==> config.mk <==
export PLATFORM = sky130hd
export DESIGN_NAME = bscan_rx_deframer
export DESIGN_NICKNAME = d
export VERILOG_FILES = /design/src/rtl/bscan_deframe_pkg.sv /design/src/rtl/bscan_deframe_fifo.sv /design/src/rtl/bscan_rx_deframer.sv
export SDC_FILE = /design/constraint.sdc
export NUM_CORES = 1
export LEC_CHECK = 0
export BUFFER_PORTS_ARGS = -buffer_cell sky130_fd_sc_hd__buf_4
export CAP_MARGIN = 0
export CORE_MARGIN = 2
export CORE_UTILIZATION = 35
export DETAILED_ROUTE_END_ITERATION = 6
export GPL_TIMING_DRIVEN = 1
export MAX_ROUTING_LAYER = met4
export PLACE_DENSITY = 0.52
export SETUP_SLACK_MARGIN = 0.02
export SYNTH_ARGS = -nofsm -noshare
export SYNTH_HDL_FRONTEND = slang
export SYNTH_SLANG_ARGS = --single-unit
==> constraint.sdc <==
create_clock -name CLK -period 4.6 [get_ports CLK]
set_input_delay 0.92 -clock CLK [delete_from_list [all_inputs] [get_ports CLK]]
set_output_delay 0.92 -clock CLK [all_outputs]
set_load 0.005 [all_outputs]
==> src/rtl/bscan_deframe_pkg.sv <==
// Shared constants and types for the BSCAN receive deframer: header field
// positions, FSM state encoding and the default FIFO entry layout.
package bscan_deframe_pkg;

    localparam int LEN_LSB     = 0;
    localparam int LEN_W       = 16;
    localparam int CHAN_LSB    = 16;
    localparam int DFLT_DATA_W = 32;
    localparam int DFLT_CHAN_W = 4;

    typedef enum logic {
        HDR = 1'b0,
        PAY = 1'b1
    } state_t;

    // Entry layout as stored in the FIFO, MSB first: {last, chan, data}.
    typedef struct packed {
        logic                   last;
        logic [DFLT_CHAN_W-1:0] chan;
        logic [DFLT_DATA_W-1:0] data;
    } entry_t;

    function automatic int entry_w(input int data_w, input int chan_w);
        return data_w + chan_w + 1;
    endfunction

endpackage

==> src/rtl/bscan_deframe_fifo.sv <==
// Generic DEPTH-entry registered FIFO with ENA/RDY handshakes on both sides.
// No bypass path: a word written this cycle is visible at the head next cycle.
module bscan_deframe_fifo
    import bscan_deframe_pkg::*;
#(
    parameter int WIDTH = 37,
    parameter int DEPTH = 4
) (
    input  logic             CLK,
    input  logic             nRST,
    input  logic             in_ena,
    input  logic [WIDTH-1:0] in_data,
    output logic             in_rdy,
    output logic             out_ena,
    output logic [WIDTH-1:0] out_data,
    input  logic             out_rdy
);

    localparam int PTR_W = (DEPTH > 1) ? $clog2(DEPTH) : 1;
    localparam int CNT_W = PTR_W + 1;

    logic [WIDTH-1:0] r_mem [DEPTH];
    logic [PTR_W-1:0] r_wr_ptr;
    logic [PTR_W-1:0] r_rd_ptr;
    logic [CNT_W-1:0] r_count;

    logic w_full;
    logic w_empty;
    logic w_push;
    logic w_pop;

    assign w_full   = (r_count == CNT_W'(DEPTH));
    assign w_empty  = (r_count == '0);
    assign w_push   = in_ena && !w_full;
    assign w_pop    = out_ena;

    assign in_rdy   = !w_full;
    assign out_ena  = !w_empty && out_rdy;
    // Head is forced to zero when empty so the outputs come out of reset clean.
    assign out_data = w_empty ? '0 : r_mem[r_rd_ptr];

    generate
        for (genvar gi = 0; gi < DEPTH; gi++) begin : g_slot
            always_ff @(posedge CLK or negedge nRST) begin
                if (!nRST) begin
                    r_mem[gi] <= '0;
                end else if (w_push && (r_wr_ptr == PTR_W'(gi))) begin
                    r_mem[gi] <= in_data;
                end
            end
        end
    endgenerate

    always_ff @(posedge CLK or negedge nRST) begin
        if (!nRST) begin
            r_wr_ptr <= '0;
            r_rd_ptr <= '0;
            r_count  <= '0;
        end else begin
            if (w_push) begin
                r_wr_ptr <= r_wr_ptr + 1'b1;
            end
            if (w_pop) begin
                r_rd_ptr <= r_rd_ptr + 1'b1;
            end
            case ({w_push, w_pop})
                2'b10:   r_count <= r_count + 1'b1;
                2'b01:   r_count <= r_count - 1'b1;
                default: r_count <= r_count;
            endcase
        end
    end

endmodule

==> src/rtl/bscan_rx_deframer.sv <==
// Splits the BSCAN word stream into {channel, length} headers and tagged payload
// beats queued to the router. Optional counters under BSCAN_DEFRAME_STATS_EN.
module bscan_rx_deframer
    import bscan_deframe_pkg::*;
#(
    parameter int width  = DFLT_DATA_W,
    parameter int CHAN_W = DFLT_CHAN_W,
    parameter int DEPTH  = 4
) (
    input  logic              CLK,
    input  logic              nRST,
    input  logic              in_enq__ENA,
    input  logic [width-1:0]  in_enq_v,
    output logic              in_enq__RDY,
    output logic              out_enq__ENA,
    output logic [width-1:0]  out_enq_v,
    output logic [CHAN_W-1:0] out_enq_chan,
    output logic              out_enq_last,
    input  logic              out_enq__RDY,
    output logic              err_zero_len
`ifdef BSCAN_DEFRAME_STATS_EN
    ,
    output logic [15:0]       stat_msgs,
    output logic [15:0]       stat_drops
`endif
);

    localparam int ENTRY_W = entry_w(width, CHAN_W);

    state_t            r_state;
    logic [LEN_W-1:0]  r_remaining;
    logic [CHAN_W-1:0] r_chan;
    logic              r_err_zero_len;

    logic               w_accept;
    logic               w_push;
    logic               w_last;
    logic               w_hdr_zero;
    logic [LEN_W-1:0]   w_hdr_len;
    logic [CHAN_W-1:0]  w_hdr_chan;
    logic               w_fifo_in_rdy;
    logic [ENTRY_W-1:0] w_push_entry;
    logic [ENTRY_W-1:0] w_head_entry;

    assign w_hdr_len    = in_enq_v[LEN_LSB +: LEN_W];
    assign w_hdr_chan   = in_enq_v[CHAN_LSB +: CHAN_W];
    assign w_hdr_zero   = (w_hdr_len == '0);
    assign w_accept     = in_enq__ENA && in_enq__RDY;
    assign w_push       = w_accept && (r_state == PAY);
    assign w_last       = (r_remaining == LEN_W'(1));
    assign w_push_entry = {w_last, r_chan, in_enq_v};

    // Headers never enter the FIFO, so a full FIFO only stalls payload.
    assign in_enq__RDY  = (r_state == HDR) || w_fifo_in_rdy;
    assign err_zero_len = r_err_zero_len;

    assign out_enq_v    = w_head_entry[width-1:0];
    assign out_enq_chan = w_head_entry[width +: CHAN_W];
    assign out_enq_last = w_head_entry[ENTRY_W-1];

    bscan_deframe_fifo #(
        .WIDTH (ENTRY_W),
        .DEPTH (DEPTH)
    ) u_fifo (
        .CLK      (CLK),
        .nRST     (nRST),
        .in_ena   (w_push),
        .in_data  (w_push_entry),
        .in_rdy   (w_fifo_in_rdy),
        .out_ena  (out_enq__ENA),
        .out_data (w_head_entry),
        .out_rdy  (out_enq__RDY)
    );

    always_ff @(posedge CLK or negedge nRST) begin
        if (!nRST) begin
            r_state        <= HDR;
            r_remaining    <= '0;
            r_chan         <= '0;
            r_err_zero_len <= 1'b0;
        end else begin
            r_err_zero_len <= 1'b0;
            case (r_state)
                HDR: begin
                    if (w_accept) begin
                        if (w_hdr_zero) begin
                            r_err_zero_len <= 1'b1;
                        end else begin
                            r_chan      <= w_hdr_chan;
                            r_remaining <= w_hdr_len;
                            r_state     <= PAY;
                        end
                    end
                end
                PAY: begin
                    if (w_accept) begin
                        r_remaining <= r_remaining - 1'b1;
                        if (w_last) begin
                            r_state <= HDR;
                        end
                    end
                end
                default: r_state <= HDR;
            endcase
        end
    end

`ifdef BSCAN_DEFRAME_STATS_EN
    logic [15:0] r_stat_msgs;
    logic [15:0] r_stat_drops;

    always_ff @(posedge CLK or negedge nRST) begin
        if (!nRST) begin
            r_stat_msgs  <= '0;
            r_stat_drops <= '0;
        end else begin
            if (w_push && w_last) begin
                r_stat_msgs <= r_stat_msgs + 1'b1;
            end
            if (w_accept && (r_state == HDR) && w_hdr_zero) begin
                r_stat_drops <= r_stat_drops + 1'b1;
            end
        end
    end

    assign stat_msgs  = r_stat_msgs;
    assign stat_drops = r_stat_drops;
`else
    // Without stats the deframer carries no counters beyond the FSM.
`endif

endmodule

==> results of run 1 <==
==> routing by layer <==
layer | up-vias | global-route usage
li1 | 2403 | -
met1 | 2872 | 0.220
met2 | 94 | 0.283
met3 | 17 | 0.0354
met4 | 0 | 0.0499
met5 | - | -
==> tightest hold or removal path, cell delays in order, from the launching register on <==
cell     delay (ns)
dfrtp_1        0.33
nand2_1        0.05
o21ai_0        0.06
==> registers in the layout, summed over array words and instances, names as in the netlist <==
register,count
r_state,1
r_remaining,16
u_fifo.r_count,3
u_fifo.r_mem,148
u_fifo.r_wr_ptr,2
r_chan,4
err_zero_len,1
u_fifo.r_rd_ptr,2
==> report_power, final <==
part | total, W | switching (W) | internal [W]
logic | 0.00299 | 0.00112 | 0.00187
clock network | 0.00148 | 0.000623 | 0.000861
registers | 0.00286 | 0.000571 | 0.00229
==> area by class of cell <==
type,instances,share of cell area
Sequential cell,177,0.441
Multi-Input combinational cell,387,0.387
Timing Repair Buffer,88,0.0662
Clock buffer,17,0.0424
Tap cell,324,0.0404
Clock inverter,14,0.0178
Inverter,12,0.00449
==> path summary, 6_finish.rpt <==
kind,start,end,slack [ns],depth (start not counted)
worst max-delay path,u_fifo.r_rd_ptr[0],out_enq_chan[2],1.13,4
max in group asynchronous,nRST,u_fifo.r_mem[121],2.93,2
worst min-delay path,u_fifo.r_mem[36],u_fifo.r_mem[36],0.48,2
worst min register to register,u_fifo.r_mem[36],u_fifo.r_mem[36],0.48,2
min in group asynchronous,nRST,u_fifo.r_mem[140],0.63,1
worst max register to register,r_remaining[0],r_remaining[8],1.97,6
==> Yosys cell counts (all sizes together) (3+ instances only) <==
master	count	area, um^2
nor2	17	66.3
a221o	4	40.0
a211oi	3	22.5
o211ai	4	30.0
mux2	146	1640
mux2i	7	70.1
nand2	30	113
xor2	3	26.3
mux4	37	833
nor4	10	103
nand4	6	37.5
nand3	10	50.1
nor3	10	55.1
xnor2	4	35.0
ha	7	87.6
or4	3	33.8
dfrtp	177	4430
buf	29	201
clkbuf	13	93.8
nor2b	38	238
o21ai	13	65.1
o31ai	3	22.5
inv	11	41.3
==> through the flow <==
step | power [W] | cells | setup slack [ns] | hold WS [ns]
after global placement | 0.00580 | 988 | 1.53 | 0.461
after CTS | 0.00745 | 1019 | 1.03 | 0.484
after global routing | 0.00784 | 1019 | 0.922 | 0.503
final | 0.00733 | 1019 | 1.13 | 0.479
after floorplan | 0.00478 | 618 | 2.10 | 0.445
after detailed placement | 0.00594 | 988 | 1.50 | 0.470
==> kinds of logic after synthesis <==
kind of cell | count (synthesis) | synth area share
compound gates | 46 | 0.0415
mux | 190 | 0.295
fa+ha+maj | 8 | 0.0125
simple gates | 136 | 0.0913
buf+inv | 54 | 0.0394
flops | 177 | 0.513
xor+xnor | 7 | 0.00710
==> impl_metrics.csv, run 1 <==
group,metric,value,unit
status,outcome,"complete, no violations",
drt,routed.top_layer,"met4",
sta,final.setup_skew,0.00974,ns
synthesis,synth_cells,618,
clocking,cts_buffers,17,
final_layout,drive_gt1_frac,0.458,
job,max-cap-violations,0,
die,dieArea,25900,um^2
clocking,worstSkewPairLatency,0.42,ns
hold_path,hp-class,"reg2reg",
pwr,powerDensity,730,nW/um^2
synthesis,synthFlopType,"dfrtp_1",
synthesis,synth-async-reset-ratio,1.00,
setup_path,worst_path_most_repeated_cell,"buf_4",
drt,viasPerCell,5.29,
sta,rsz0062_at_grt,"false",
setup_path,crit_path_start_kind,"flop",
sta,setup_viol,0,
clocking,h-tree-depth,4,
final_layout,multiInputGateArea,3890,um^2
drt,drc,0,
synthesis,syn_area,8630,um^2
setup_path,critPathTopFamily,"flip-flops",
pwr,p_leak,4.27,nW
clocking,path_clk_slew,0.07,ns
final_layout,num-nets-final,727,
clocking,cts_hold_buf,0,
placement,portBuffers,75,
clocking,cts_buffer_depth,2,
global_route,grt_usage,0.173,
setup_path,worstPathArrival,2.55,ns
sta,hold_violations,0,
synthesis,ys_seq_area_frac,0.513,
setup_path,cp-end-kind,"primary output",
synthesis,ys_seq_elements,177,
final_layout,final_util,0.414,
final_layout,n_fill_cell,2226,
die,ios,76,
sta,final-max-slew-violation-count,0,
drt,drtAntennaViolNets,0,
pwr,peakVddDrop,300,uV
die,start_util,0.356,
placement,placed_area,9430,um^2
setup_path,crit_fanout,19,
global_route,grt_max_degree,111,
die,fp.dieW,161,um
setup_path,crit_buf_inv,2,
setup_path,cp_data_required_time,3.68,ns
global_route,grt_first_pass_wirelength,33600,um
final_layout,diodes,0,
clocking,cts_setup_buffers,0,
drt,routedWlPerCell,20.2,um
global_route,antenna_found_initial,0,
drt,routed_wl,20600,um
die,rows,57,
clocking,ctsResizeCount,0,
synthesis,yosysWarnings,0,
setup_path,cp_cell_sequence,"buf_4, mux4_2, nor2b_1, buf_4",
final_layout,stdcell_area,10000,um^2
setup_path,crit_path_max_incr_delay,0.81,ns
sta,max_slew_margin,0.132,
final_layout,mostFrequentLayoutCells,"dfrtp_1, mux2_2, buf_4",
sta,clock.fmax,288,MHz
synthesis,synth_fp_nets,662,
drt,dr.pass1.iters,4,
final_layout,regArea,4430,um^2
drt,met3WireLength,592,um
sta,worst_slew_pin_slew,1.30,ns
final_layout,layout_commonest_cell,"dfrtp_1",
placement,place_hpwl,13300,um
die,core-area,24200,um^2
synthesis,synth.distinct_cells,61,
clocking,cts_tree,"built",
synthesis,syn_area_per_cell,14.0,um^2
setup_path,slowest_stage,"dfrtp_2",
sta,fin_crit_sh,0.755,
sta,tns,0,ns
global_route,grt.overflow.total,0,
setup_path,path_class,"reg2out",
die,die_h,161,um
synthesis,synth_edf_count,0,
placement,gp_congestion,0.843,
drt,wirelength_met1,9380,um
clocking,cts_root_buf,"clkbuf_16",
clocking,clock_sinks,177,
drt,vias,5386,
drt,routed-wl-met2,10300,um
global_route,first_global_vias,5985,
sta,finalCriticalPeriod,3.47,ns
drt,drt-initial-drc-count,304,
final_layout,areaGrowthSynthToFinish,16.3,%
(Power assumes the default switching activity.)
==> run 2: changes to the inputs <==
PLACE_DENSITY = 0.53   (was 0.52)
clock period = 3.11 ns   (was 4.6 ns; I/O delays follow)
==> run 2 against run 1 <==
- sequential power increased by 43%
- flip-flop and latch count unchanged
- non-clock buffer count increased by 13
- power increased by 50%
- worst setup slack got worse by 0.86 ns
- final cell count increased by 1.4%
- combinational power increased by 58%
- cell area increased by 1.5%
- sequential share of layout area decreased by 0.66 points
==> impl_metrics.csv, run 2 (synthesis results as in run 1) <==
group,metric,value,unit
sta,whs,0.202,ns
pwr,powerDensity,1080,nW/um^2
die,die_h,161,um
clocking,cts_setup_buffers,0,
sta,finalCriticalPeriod,2.85,ns
sta,final.setup_skew,0.0114,ns
job,max-cap-violations,0,
setup_path,crit_path_start_kind,"flop",
setup_path,worst_path_most_repeated_cell,"buf_4",
status,outcome,"complete, no violations",
drt,vias,5481,
setup_path,slowest_stage,"dfrtp_2",
setup_path,r2r-start,"u_fifo.r_count[0]",
clocking,h-tree-depth,4,
global_route,antenna_found_initial,0,
die,dieArea,25900,um^2
clocking,path_clk_slew,0.07,ns
setup_path,crit_start,"u_fifo.r_rd_ptr[0]",
final_layout,areaGrowthSynthToFinish,18.0,%
final_layout,largest_registers,"u_fifo.r_mem: 148 flops, r_remaining: 16 flops, r_chan: 4 flops",
global_route,grt_usage,0.174,
global_route,grt.overflow.total,0,
drt,drc,0,
sta,rsz0062_at_grt,"false",
final_layout,top_register,"u_fifo.r_mem",
placement,portBuffers,75,
final_layout,num-nets-final,740,
final_layout,layout_commonest_cell,"dfrtp_1",
drt,routedWlPerCell,20.1,um
sta,fin_crit_sh,0.915,
clocking,worstSkewPairLatency,0.43,ns
clocking,ctsResizeCount,0,
setup_path,worstPathArrival,2.22,ns
setup_path,crit_fanout,13,
final_layout,largest_reg_flops,148,
clocking,cts_tree,"built",
final_layout,stdcell_count,1033,
sta,clock.fmax,351,MHz
drt,routed_wl,20800,um
drt,drt-initial-drc-count,313,
placement,place_hpwl,14300,um
die,core-area,24200,um^2
sta,final-max-slew-violation-count,0,
pwr,peakVddDrop,459,uV
clocking,cts_hold_buf,0,
final_layout,drive_gt1_frac,0.467,
die,ios,76,
final_layout,diodes,0,
setup_path,path_class,"reg2out",
sta,setup_viol,0,
setup_path,cp_cell_sequence,"buf_4, mux4_2, nor2b_1, buf_4",
clocking,clock_sinks,177,
sta,worst_slew_pin_slew,0.780,ns
setup_path,critPathTopFamily,"flip-flops",
hold_path,hp-class,"in2async",
setup_path,crit_path_max_incr_delay,0.69,ns
global_route,grt_max_degree,76,
placement,placed_cells,1001,
clocking,cts_root_buf,"clkbuf_16",
sta,tns,0,ns
die,rows,57,
drt,viasPerCell,5.31,
drt,drtAntennaViolNets,0,
drt,dr.pass1.iters,4,
setup_path,crit_buf_inv,2,
setup_path,cp-end-kind,"primary output",
final_layout,mostFrequentLayoutCells,"dfrtp_1, mux2_2, buf_4",
die,start_util,0.356,
global_route,first_global_vias,6052,
die,fp.dieW,161,um
setup_path,cp_data_required_time,2.49,ns
global_route,grt_first_pass_wirelength,33800,um
sta,max_slew_margin,0.480,
clocking,cts_buffers,17,
clocking,cts_buffer_depth,2,
pwr,p_leak,4.34,nW
sta,hold_violations,0,
placement,gp_congestion,0.797,
pwr,post-layout-total-power,0.0110,W
## run 2: cell count changes in the layout (fill, tap and decap cells not counted), sizes merged
cell	change
buf	+13
bufinv	-1
clkbuf	+2
clkinv	-3
clkinvlp	+2
inv	+1
## run 2: power breakdown
group / switching [W] / total [W] / internal (W)
registers: 0.000693 / 0.00408 / 0.00339
clock network: 0.000946 / 0.00217 / 0.00122
logic: 0.00185 / 0.00471 / 0.00286
## run 2: final timing paths
| path | slack (ns) | end | depth (start not counted) |
|---|---|---|---|
| max | 0.26 | out_enq_chan[2] | 4 |
| min | 0.20 | u_fifo.r_mem[103] | 1 |
| max reg2reg | 0.83 | u_fifo.r_count[2] | 8 |
| min reg2reg | 0.49 | u_fifo.r_mem[36] | 2 |
| max in group asynchronous | 2.06 | u_fifo.r_rd_ptr[0] | 2 |
| min in group CLK | 0.45 | u_fifo.r_mem[30] | 2 |
## run 2: stage by stage
stage                     area [um^2]  utilization  setup slack, ns
after global placement           9590        0.396            0.545
after global routing            10200        0.420            0.146
after CTS                       10200        0.420            0.206
final                           10200        0.420            0.264
after detailed placement         9590        0.396            0.541
after floorplan                  8630            -            0.906
## run 2: worst reg2reg max path, cell delays in order (launching register included)
cell and delay [ns]:
dfrtp_1 0.45, nor3_2 0.12, nor2b_1 0.47, ha_1 0.30, inv_1 0.07, fa_1 0.38, xor2_1 0.16, nor2_1 0.11
xor2_1 0.15
## run 2: routing by layer
layer / track usage / wire (um)
met3: 0.0324 / 820
met1: 0.226 / 9430
met2: 0.282 / 10300
met4: 0.0511 / 182
met5: - / 0
## run 2: layout make-up
class | instances | area [um^2]
Tap cell | 324 | 405
Inverter | 12 | 45.0
Timing Repair Buffer | 101 | 825
Fill cell | 2256 | 14100
Sequential cell | 177 | 4430
Clock inverter | 13 | 153
Multi-Input combinational cell | 387 | 3890
Clock buffer | 19 | 443
